`src/rtl/ahb_pack.sv`:
```
// Shared AHB type definitions used by managers, subordinates and benches.
// Latency: none (types only).
// Backpressure: none (types only).
package ahb_pack;

    typedef enum logic [1:0] {
        HTRANS_IDLE   = 2'b00,
        HTRANS_BUSY   = 2'b01,
        HTRANS_NONSEQ = 2'b10,
        HTRANS_SEQ    = 2'b11
    } t_htrans;

    typedef enum logic [2:0] {
        HSIZE_BYTE  = 3'd0,
        HSIZE_HALF  = 3'd1,
        HSIZE_WORD  = 3'd2,
        HSIZE_DWORD = 3'd3,
        HSIZE_4W    = 3'd4,
        HSIZE_8W    = 3'd5,
        HSIZE_16W   = 3'd6,
        HSIZE_32W   = 3'd7
    } t_hsize;

    typedef enum logic [1:0] {
        HRESP_OKAY  = 2'b00,
        HRESP_ERROR = 2'b01,
        HRESP_RETRY = 2'b10,
        HRESP_SPLIT = 2'b11
    } t_hresp;

    typedef enum logic [2:0] {
        HBURST_SINGLE = 3'd0,
        HBURST_INCR   = 3'd1,
        HBURST_WRAP4  = 3'd2,
        HBURST_INCR4  = 3'd3,
        HBURST_WRAP8  = 3'd4,
        HBURST_INCR8  = 3'd5,
        HBURST_WRAP16 = 3'd6,
        HBURST_INCR16 = 3'd7
    } t_hburst;

    // Data-phase sequencer states of the SRAM subordinate.
    typedef enum logic [1:0] {
        SUB_IDLE = 2'd0,
        SUB_WAIT = 2'd1,
        SUB_ERR1 = 2'd2,
        SUB_ERR2 = 2'd3
    } t_sub_state;

endpackage

```
`src/rtl/ahb_sub_bytemem.sv`:
```
// Word-organised SRAM with per-byte write enables and a registered read port.
// Latency: read data appears one cycle after i_rd_en; writes land at the clock edge.
// Backpressure: none; the read register holds its value while i_rd_en is low.
module ahb_sub_bytemem
    import ahb_pack::*;
#(
    parameter int DATA_WDT  = 32,
    parameter int MEM_DEPTH = 64,
    localparam int NB       = DATA_WDT / 8,
    localparam int AW       = $clog2(MEM_DEPTH)
)(
    input  logic                i_clk,
    input  logic                i_rst,
    input  logic                i_wr_en,
    input  logic [AW-1:0]       i_wr_idx,
    input  logic [NB-1:0]       i_wr_be,
    input  logic [DATA_WDT-1:0] i_wr_dat,
    input  logic                i_rd_en,
    input  logic [AW-1:0]       i_rd_idx,
    output logic [DATA_WDT-1:0] o_rd_dat
);

    logic [DATA_WDT-1:0] r_mem [MEM_DEPTH];
    logic [DATA_WDT-1:0] r_rd_dat;

    // Byte-lane write; array contents deliberately have no reset.
    always_ff @(posedge i_clk) begin
        if (i_wr_en) begin
            for (int b = 0; b < NB; b++) begin
                if (i_wr_be[b]) begin
                    r_mem[i_wr_idx][8*b +: 8] <= i_wr_dat[8*b +: 8];
                end
            end
        end
    end

    // Registered read port, cleared by reset, held when no read is issued.
    always_ff @(posedge i_clk) begin
        if (i_rst) begin
            r_rd_dat <= '0;
        end else if (i_rd_en) begin
            r_rd_dat <= r_mem[i_rd_idx];
        end
    end

    assign o_rd_dat = r_rd_dat;

endmodule

```
`src/rtl/ahb_sram_subordinate.sv`:
```
// AHB subordinate in front of a byte-addressable SRAM with fixed wait states and ERROR on illegal access.
// Latency: data phase completes WAIT_STATES cycles after the first data cycle; errors take two cycles.
// Backpressure: o_hreadyout low during wait states and the first ERROR cycle; otherwise full rate.
module ahb_sram_subordinate
    import ahb_pack::*;
#(
    parameter int          DATA_WDT    = 32,
    parameter int          MEM_DEPTH   = 64,
    parameter logic [31:0] BASE_ADDR   = 32'h100,
    parameter int          WAIT_STATES = 0
)(
    input  logic                i_hclk,
    input  logic                i_hreset,
    input  logic                i_hsel,
    input  logic [31:0]         i_haddr,
    input  t_htrans             i_htrans,
    input  logic                i_hwrite,
    input  t_hsize              i_hsize,
    input  t_hburst             i_hburst,
    input  logic [DATA_WDT-1:0] i_hwdata,
    input  logic                i_hready,
    output logic [DATA_WDT-1:0] o_hrdata,
    output logic                o_hreadyout,
    output t_hresp              o_hresp
);

    localparam int NB        = DATA_WDT / 8;
    localparam int LW        = $clog2(NB);
    localparam int AW        = $clog2(MEM_DEPTH);
    localparam int MEM_BYTES = MEM_DEPTH * NB;

    t_sub_state          r_state, w_state_nxt;
    logic [2:0]          r_cnt, w_cnt_nxt;
    logic                w_rdy_state, w_accept, w_legal;
    logic [31:0]         w_off;
    logic [AW-1:0]       w_idx;
    logic [LW-1:0]       w_lo;
    logic [NB-1:0]       w_be;
    logic                r_dp_vld, r_dp_write;
    logic [AW-1:0]       r_dp_idx;
    logic [NB-1:0]       r_dp_be;
    logic                w_wr_en, w_rd_en, w_hazard;
    logic [NB-1:0]       r_fwd_be;
    logic [DATA_WDT-1:0] r_fwd_dat;
    logic [DATA_WDT-1:0] w_mem_rd_dat;
    logic                w_unused;

    // Burst type does not affect decode; each beat is handled on its own address.
    assign w_unused = ^{i_hburst};

    // Address phases are only sampled in states that drive HREADYOUT high.
    assign w_rdy_state = (r_state == SUB_IDLE) || (r_state == SUB_ERR2);
    assign w_accept    = w_rdy_state && i_hsel && i_hready &&
                         ((i_htrans == HTRANS_NONSEQ) || (i_htrans == HTRANS_SEQ));

    // Out-of-range addresses below the base wrap to large offsets and fail the range test.
    assign w_off   = i_haddr - BASE_ADDR;
    assign w_legal = (w_off < 32'(MEM_BYTES)) &&
                     ((i_haddr & ((32'd1 << i_hsize) - 32'd1)) == 32'd0) &&
                     ((32'd8 << i_hsize) <= 32'(DATA_WDT));
    assign w_idx   = w_off[LW +: AW];
    assign w_lo    = i_haddr[LW-1:0];

    // Byte lanes touched by the transfer: [addr_lo +: 1<<size].
    always_comb begin
        w_be = '0;
        for (int i = 0; i < NB; i++) begin
            w_be[i] = (i >= int'(w_lo)) && (i < int'(w_lo) + (1 << i_hsize));
        end
    end

    // A write retires in the IDLE cycle that ends its data phase.
    assign w_wr_en  = (r_state == SUB_IDLE) && r_dp_vld && r_dp_write;
    assign w_rd_en  = w_accept && w_legal && !i_hwrite;
    assign w_hazard = w_rd_en && w_wr_en && (w_idx == r_dp_idx);

    // State and wait counter registers.
    always_ff @(posedge i_hclk) begin
        if (i_hreset) begin
            r_state <= SUB_IDLE;
            r_cnt   <= '0;
        end else begin
            r_state <= w_state_nxt;
            r_cnt   <= w_cnt_nxt;
        end
    end

    // Next-state: decode new address phases, count wait states, sequence the two ERROR cycles.
    always_comb begin
        w_state_nxt = r_state;
        w_cnt_nxt   = r_cnt;
        case (r_state)
            SUB_IDLE, SUB_ERR2: begin
                w_state_nxt = SUB_IDLE;
                if (w_accept) begin
                    if (!w_legal) begin
                        w_state_nxt = SUB_ERR1;
                    end else if (WAIT_STATES > 0) begin
                        w_state_nxt = SUB_WAIT;
                        w_cnt_nxt   = 3'(WAIT_STATES);
                    end
                end
            end
            SUB_WAIT: begin
                if (r_cnt <= 3'd1) begin
                    w_state_nxt = SUB_IDLE;
                    w_cnt_nxt   = '0;
                end else begin
                    w_cnt_nxt = r_cnt - 3'd1;
                end
            end
            SUB_ERR1: w_state_nxt = SUB_ERR2;
            default:  w_state_nxt = SUB_IDLE;
        endcase
    end

    // Capture the accepted address phase for use in its data phase; reset drops any pending write.
    always_ff @(posedge i_hclk) begin
        if (i_hreset) begin
            r_dp_vld   <= 1'b0;
            r_dp_write <= 1'b0;
            r_dp_idx   <= '0;
            r_dp_be    <= '0;
        end else if (w_rdy_state) begin
            r_dp_vld <= w_accept && w_legal;
            if (w_accept) begin
                r_dp_write <= i_hwrite;
                r_dp_idx   <= w_idx;
                r_dp_be    <= w_be;
            end
        end
    end

    // Snapshot write bytes that retire to the same word a read is fetching this cycle.
    always_ff @(posedge i_hclk) begin
        if (i_hreset) begin
            r_fwd_be  <= '0;
            r_fwd_dat <= '0;
        end else if (w_rd_en) begin
            r_fwd_be  <= w_hazard ? r_dp_be : '0;
            r_fwd_dat <= i_hwdata;
        end
    end

    ahb_sub_bytemem #(
        .DATA_WDT  (DATA_WDT),
        .MEM_DEPTH (MEM_DEPTH)
    ) u_mem (
        .i_clk    (i_hclk),
        .i_rst    (i_hreset),
        .i_wr_en  (w_wr_en),
        .i_wr_idx (r_dp_idx),
        .i_wr_be  (r_dp_be),
        .i_wr_dat (i_hwdata),
        .i_rd_en  (w_rd_en),
        .i_rd_idx (w_idx),
        .o_rd_dat (w_mem_rd_dat)
    );

    // Merge forwarded write bytes over the registered memory word; both sources are registers.
    always_comb begin
        o_hrdata = '0;
        for (int i = 0; i < NB; i++) begin
            o_hrdata[8*i +: 8] = r_fwd_be[i] ? r_fwd_dat[8*i +: 8] : w_mem_rd_dat[8*i +: 8];
        end
    end

    assign o_hreadyout = w_rdy_state;
    assign o_hresp     = ((r_state == SUB_ERR1) || (r_state == SUB_ERR2)) ? HRESP_ERROR : HRESP_OKAY;

endmodule
```
`config.mk`:
```
export PLATFORM = sky130hd
export DESIGN_NAME = ahb_sram_subordinate
export DESIGN_NICKNAME = d
export VERILOG_FILES = /design/src/rtl/ahb_pack.sv /design/src/rtl/ahb_sub_bytemem.sv /design/src/rtl/ahb_sram_subordinate.sv
export SDC_FILE = /design/constraint.sdc
export NUM_CORES = 2
export LEC_CHECK = 0
export BUFFER_PORTS_ARGS = -buffer_cell sky130_fd_sc_hd__buf_2
export CELL_PAD_IN_SITES_DETAIL_PLACEMENT = 1
export CELL_PAD_IN_SITES_GLOBAL_PLACEMENT = 1
export CORE_MARGIN = 2
export CORE_UTILIZATION = 40
export DETAILED_ROUTE_END_ITERATION = 8
export GPL_TIMING_DRIVEN = 0
export MAX_ROUTING_LAYER = met4
export PLACE_DENSITY = 0.74
export RECOVER_POWER = 25
export SKIP_LAST_GASP = 1
export SLEW_MARGIN = 0
export SYNTH_ARGS = -nofsm -noshare
export SYNTH_HDL_FRONTEND = slang
export SYNTH_SLANG_ARGS = --single-unit
```
`constraint.sdc`:
```
create_clock -name i_hclk -period 2.9 [get_ports i_hclk]
set_input_delay 0.145 -clock i_hclk [delete_from_list [all_inputs] [get_ports i_hclk]]
set_output_delay 0.145 -clock i_hclk [all_outputs]
set_load 0.02 [all_outputs]
```
==> summary.txt <==
Finish
  • Share of cells above drive strength 1: between 30% and 40%
  • Layout Nets: between 4000 and 5000
  • Register area: 63200 sq um
  • Area Growth Syn to Fin: 17.02%
  • Multi-input logic area: ~21000 sq um
  • Fillcell total: ~19000
  • Final instance area: between 90000 and 100000 sq um

Power and ir drop
  • Worst VDD drop: about 0.00065 V
  • P_leak: 29.80 nW
  • Pwr Total: 65.79 mW
  • Power per cell area: ~670 nW/um^2

Synthesis
  • Post-synth top cells: edfxtp_1 (2048), mux4_2 (528), nor2_1 (350)
  • Syn. warnings: 0
  • Synth Instances: 4058
  • Area of the mapped netlist: around 83000 sq um
  • Most used flip-flop cell after synthesis: edfxtp_1
  • Sequential fraction of the synthesis area: between 70% and 80%
  • Synth top area share: roughly three quarters
  • Syn avg cell area: around 21 sq um
  • Count leader, synth: edfxtp_1
  • FFs w/ async S/R, synth: 0%
  • Seq cells post-synth: 2133
  • Post-synthesis cell type count: a little over 70
  • Number of synthesized flops with an enable pin: 2048
  • Synth area leader: edfxtp_1
  • Top cells by area, synth: edfxtp_1 (74%), mux4_2 (14%), dfxtp_1 (2.0%), mux2i_1 (1.7%), nor2_1 (1.6%)
  • Syn nets: about 4100

Clock tree
  • H-tree Lvls: 4
  • Clk_lat worst skew: ~900 ps
  • TritonCTS Buffers: 210
  • CTS root buf: clkbuf_16
  • Clk sinks: between 2000 and 2500
  • Clk slew on worst S/H paths: ~60 ps
  • CTS tree: done
  • Clk buf depth: 3

Global routing
  • Vias in the first global route: around 47000
  • Grt ovf: 0
  • Initial antenna violation count: 27
  • Pin count of the biggest net entering global routing: 66
  • GR Util All Layers: about 33%
  • First-pass GRT wire length: around 440 mm

Critical path
  • Critical path type: in2reg
  • CP Capture Type: flop
  • WP data required: ~3700 ps
  • CP Max Fanout: 10
  • Slowest stage delay, CP: 1140 ps
  • CP bufs+invs: 3
  • Slowest cell on crit path: nand2b_1
  • Arr. time, crit path: between 4000 and 5000 ps
  • CP most frequent cell: buf_2
  • Crit start category: primary input
  • CP top delay family: simple AND/OR/NAND/NOR gates
  • Cells along the critical path: buf_2 > buf_2 > buf_2 > nand2b_1 > o22ai_1 > a211oi_1 > nand4_1 > nor4b_2 > o21ba_2

Timing
  • Slew headroom: -125.2%
  • Final hold viol count: 0
  • Min setup slack post-route: -602.6 ps
  • Setup violators final: approximately 180
  • FMAX: between 0.2 and 0.3 GHz
  • Worst Skew: around 39 ps
  • Fin crit share: 120.8%
  • RSZ-0062 raised after global routing: yes
  • Min Tclk post-route: between 3000 and 4000 ps
  • Worst-margin pin slew: 3379 ps
  • Pins over their slew limit: 1374

Floorplan
  • Die area: between 200000 and 250000 sq um
  • IO Count: ~110
  • Starting Density: 40.27%
  • Die W: 460.6 um
  • Core ar.: 207100 sq um
  • Die Span Y: 460.6 um
  • Std cell rows: roughly 170

Place
  • Port Buffers: around 100
  • GPL Wtd Cong: around 1.0
  • Placed instance area: about 90000 sq um
  • Post-detail-place hpwl: around 220 mm

Outcome
  • Status: finished with violations
  • Failing checks: max-capacitance violations, max-slew violations, negative setup slack

Drt
  • Via count: 48780
  • WL/cell: roughly 46 um
  • Detailed-router iteration count before antenna repair: 8
  • Routed vias/inst: 6.599
  • DR DRC count: 0
  • Iter 0 DRT Violations: 9280
  • Final WL: ~340 mm
  • Routed Antenna Nets: 0

Worst hold path
  • Min-delay worst type: in2reg

Job
  • Max cap viols: 26
-- area by class of cell --
class / count / area share [%]
tap: 2788 / 3.575
clock inverter: 133 / 1.435
buffer: 230 / 1.593
inverter: 11 / 0.04360
antenna: 19 / 0.04873
multi-input combinational: 1669 / 21.70
timing repair buffer: 150 / 1.207
clock buffer: 258 / 5.624
sequential: 2133 / 64.77
-- kinds of logic (layout without fill, tap and decap cells) --
group                      after synthesis  after routing  synth area share [%]
other                                    1             20              0.004497
and+or+nand+nor                        648            648                 3.496
muxes                                  708            708                 16.49
AOI/OAI and AO/OA                      292            292                 2.474
DFF                                   2133           2133                 75.80
xor gates and xnor gates                 8              8               0.08404
buffers and inverters                  256            782                 1.469
adders and majority gates               12             12                0.1891
-- placed cells by master (no fill, tap or decap), types with 51 or more instances in the layout --
cell,count
clkbuf_16,213
mux2i_1,138
clkbuf_1,93
a21oi_1,51
mux4_2,528
clkinv_1,56
buf_2,123
edfxtp_1,2048
dfxtp_1,85
buf_4,73
nor2_4,252
nor2_1,89
nand2_1,61
-- metal layers --
layer | vias up | routed length [um] | part of all wire (%) | GRT usage [%]
met3 | 948 | 48620 | 14 | 12.44
met1 | 26020 | 118800 | 35 | 40.23
li1 | 17540 | - | - | -
met4 | 0 | 24030 | 7.1 | 19.59
met5 | - | 0 | 0 | -
met2 | 4270 | 148500 | 44 | 46.48
-- report_power, final --
part / switching [mW] / internal [mW] / total [mW] / leakage (nW)
registers: 0.0200 / 33.8 / 33.8 / 19.1
logic: 2.89 / 1.09 / 3.98 / 7.40
clock network: 12.3 / 15.8 / 28.0 / 3.32
-- worst paths after layout --
path / from / to / slack [ps] / cells past startpoint
worst max-delay path: i_haddr[5] / u_mem.o_rd_dat[8]$_SDFFE_PP0P_ / -600 / 9
worst min-delay path: i_hsize[1] / r_dp_be[3]$_SDFFE_PP0P_ / 100 / 6
worst max register to register: r_dp_idx[5]$_SDFFE_PP0P_ / u_mem.r_mem[0][22]$_DFFE_PP_ / -130 / 3
worst min register to register: r_dp_vld$_SDFFE_PP0N_ / r_dp_vld$_SDFFE_PP0N_ / 460 / 2
-- state kept, by name (all words and copies together) (netlist names) --
signal	count
u_mem.o_rd_dat	32
r_dp_idx	6
r_cnt	3
r_fwd_be	4
r_dp_vld	1
u_mem.r_mem	2048
r_dp_be	4
r_state	2
r_fwd_dat	32
r_dp_write	1
-- metrics by stage --
stage               setup WS (ps)  hold slack, ps  setup TNS (ps)  cells  util, %
floorplan                   50.27           243.9               0   4058        -
global placement            -3868           428.2        -1696510   6948    42.20
detailed placement          -2397           430.9        -1343270   6955    42.31
CTS                        -292.3           22.07         -238130   7363    46.66
global route               -227.8           144.8           -9247   7383    47.11
finish                     -602.6           99.16          -13650   7391    47.12
-- worst reg2reg max path: stages (launching register included) --
cell and delay [ps]:
dfxtp_1 540, nor3_2 730, nand2_1 640, nor2_2 740
-- repair_timing --
item | CTS | global route
endpoints found under the setup margin | 2119 | 2118
hold endpoints to repair | 10 | 0
pin swaps | 3 | 15
gates resized for setup | 591 | 174
hold buffers | 16 | 0
buffers inserted | 8 | 17
No activity file was read; power rests on OpenSTA's default activity.
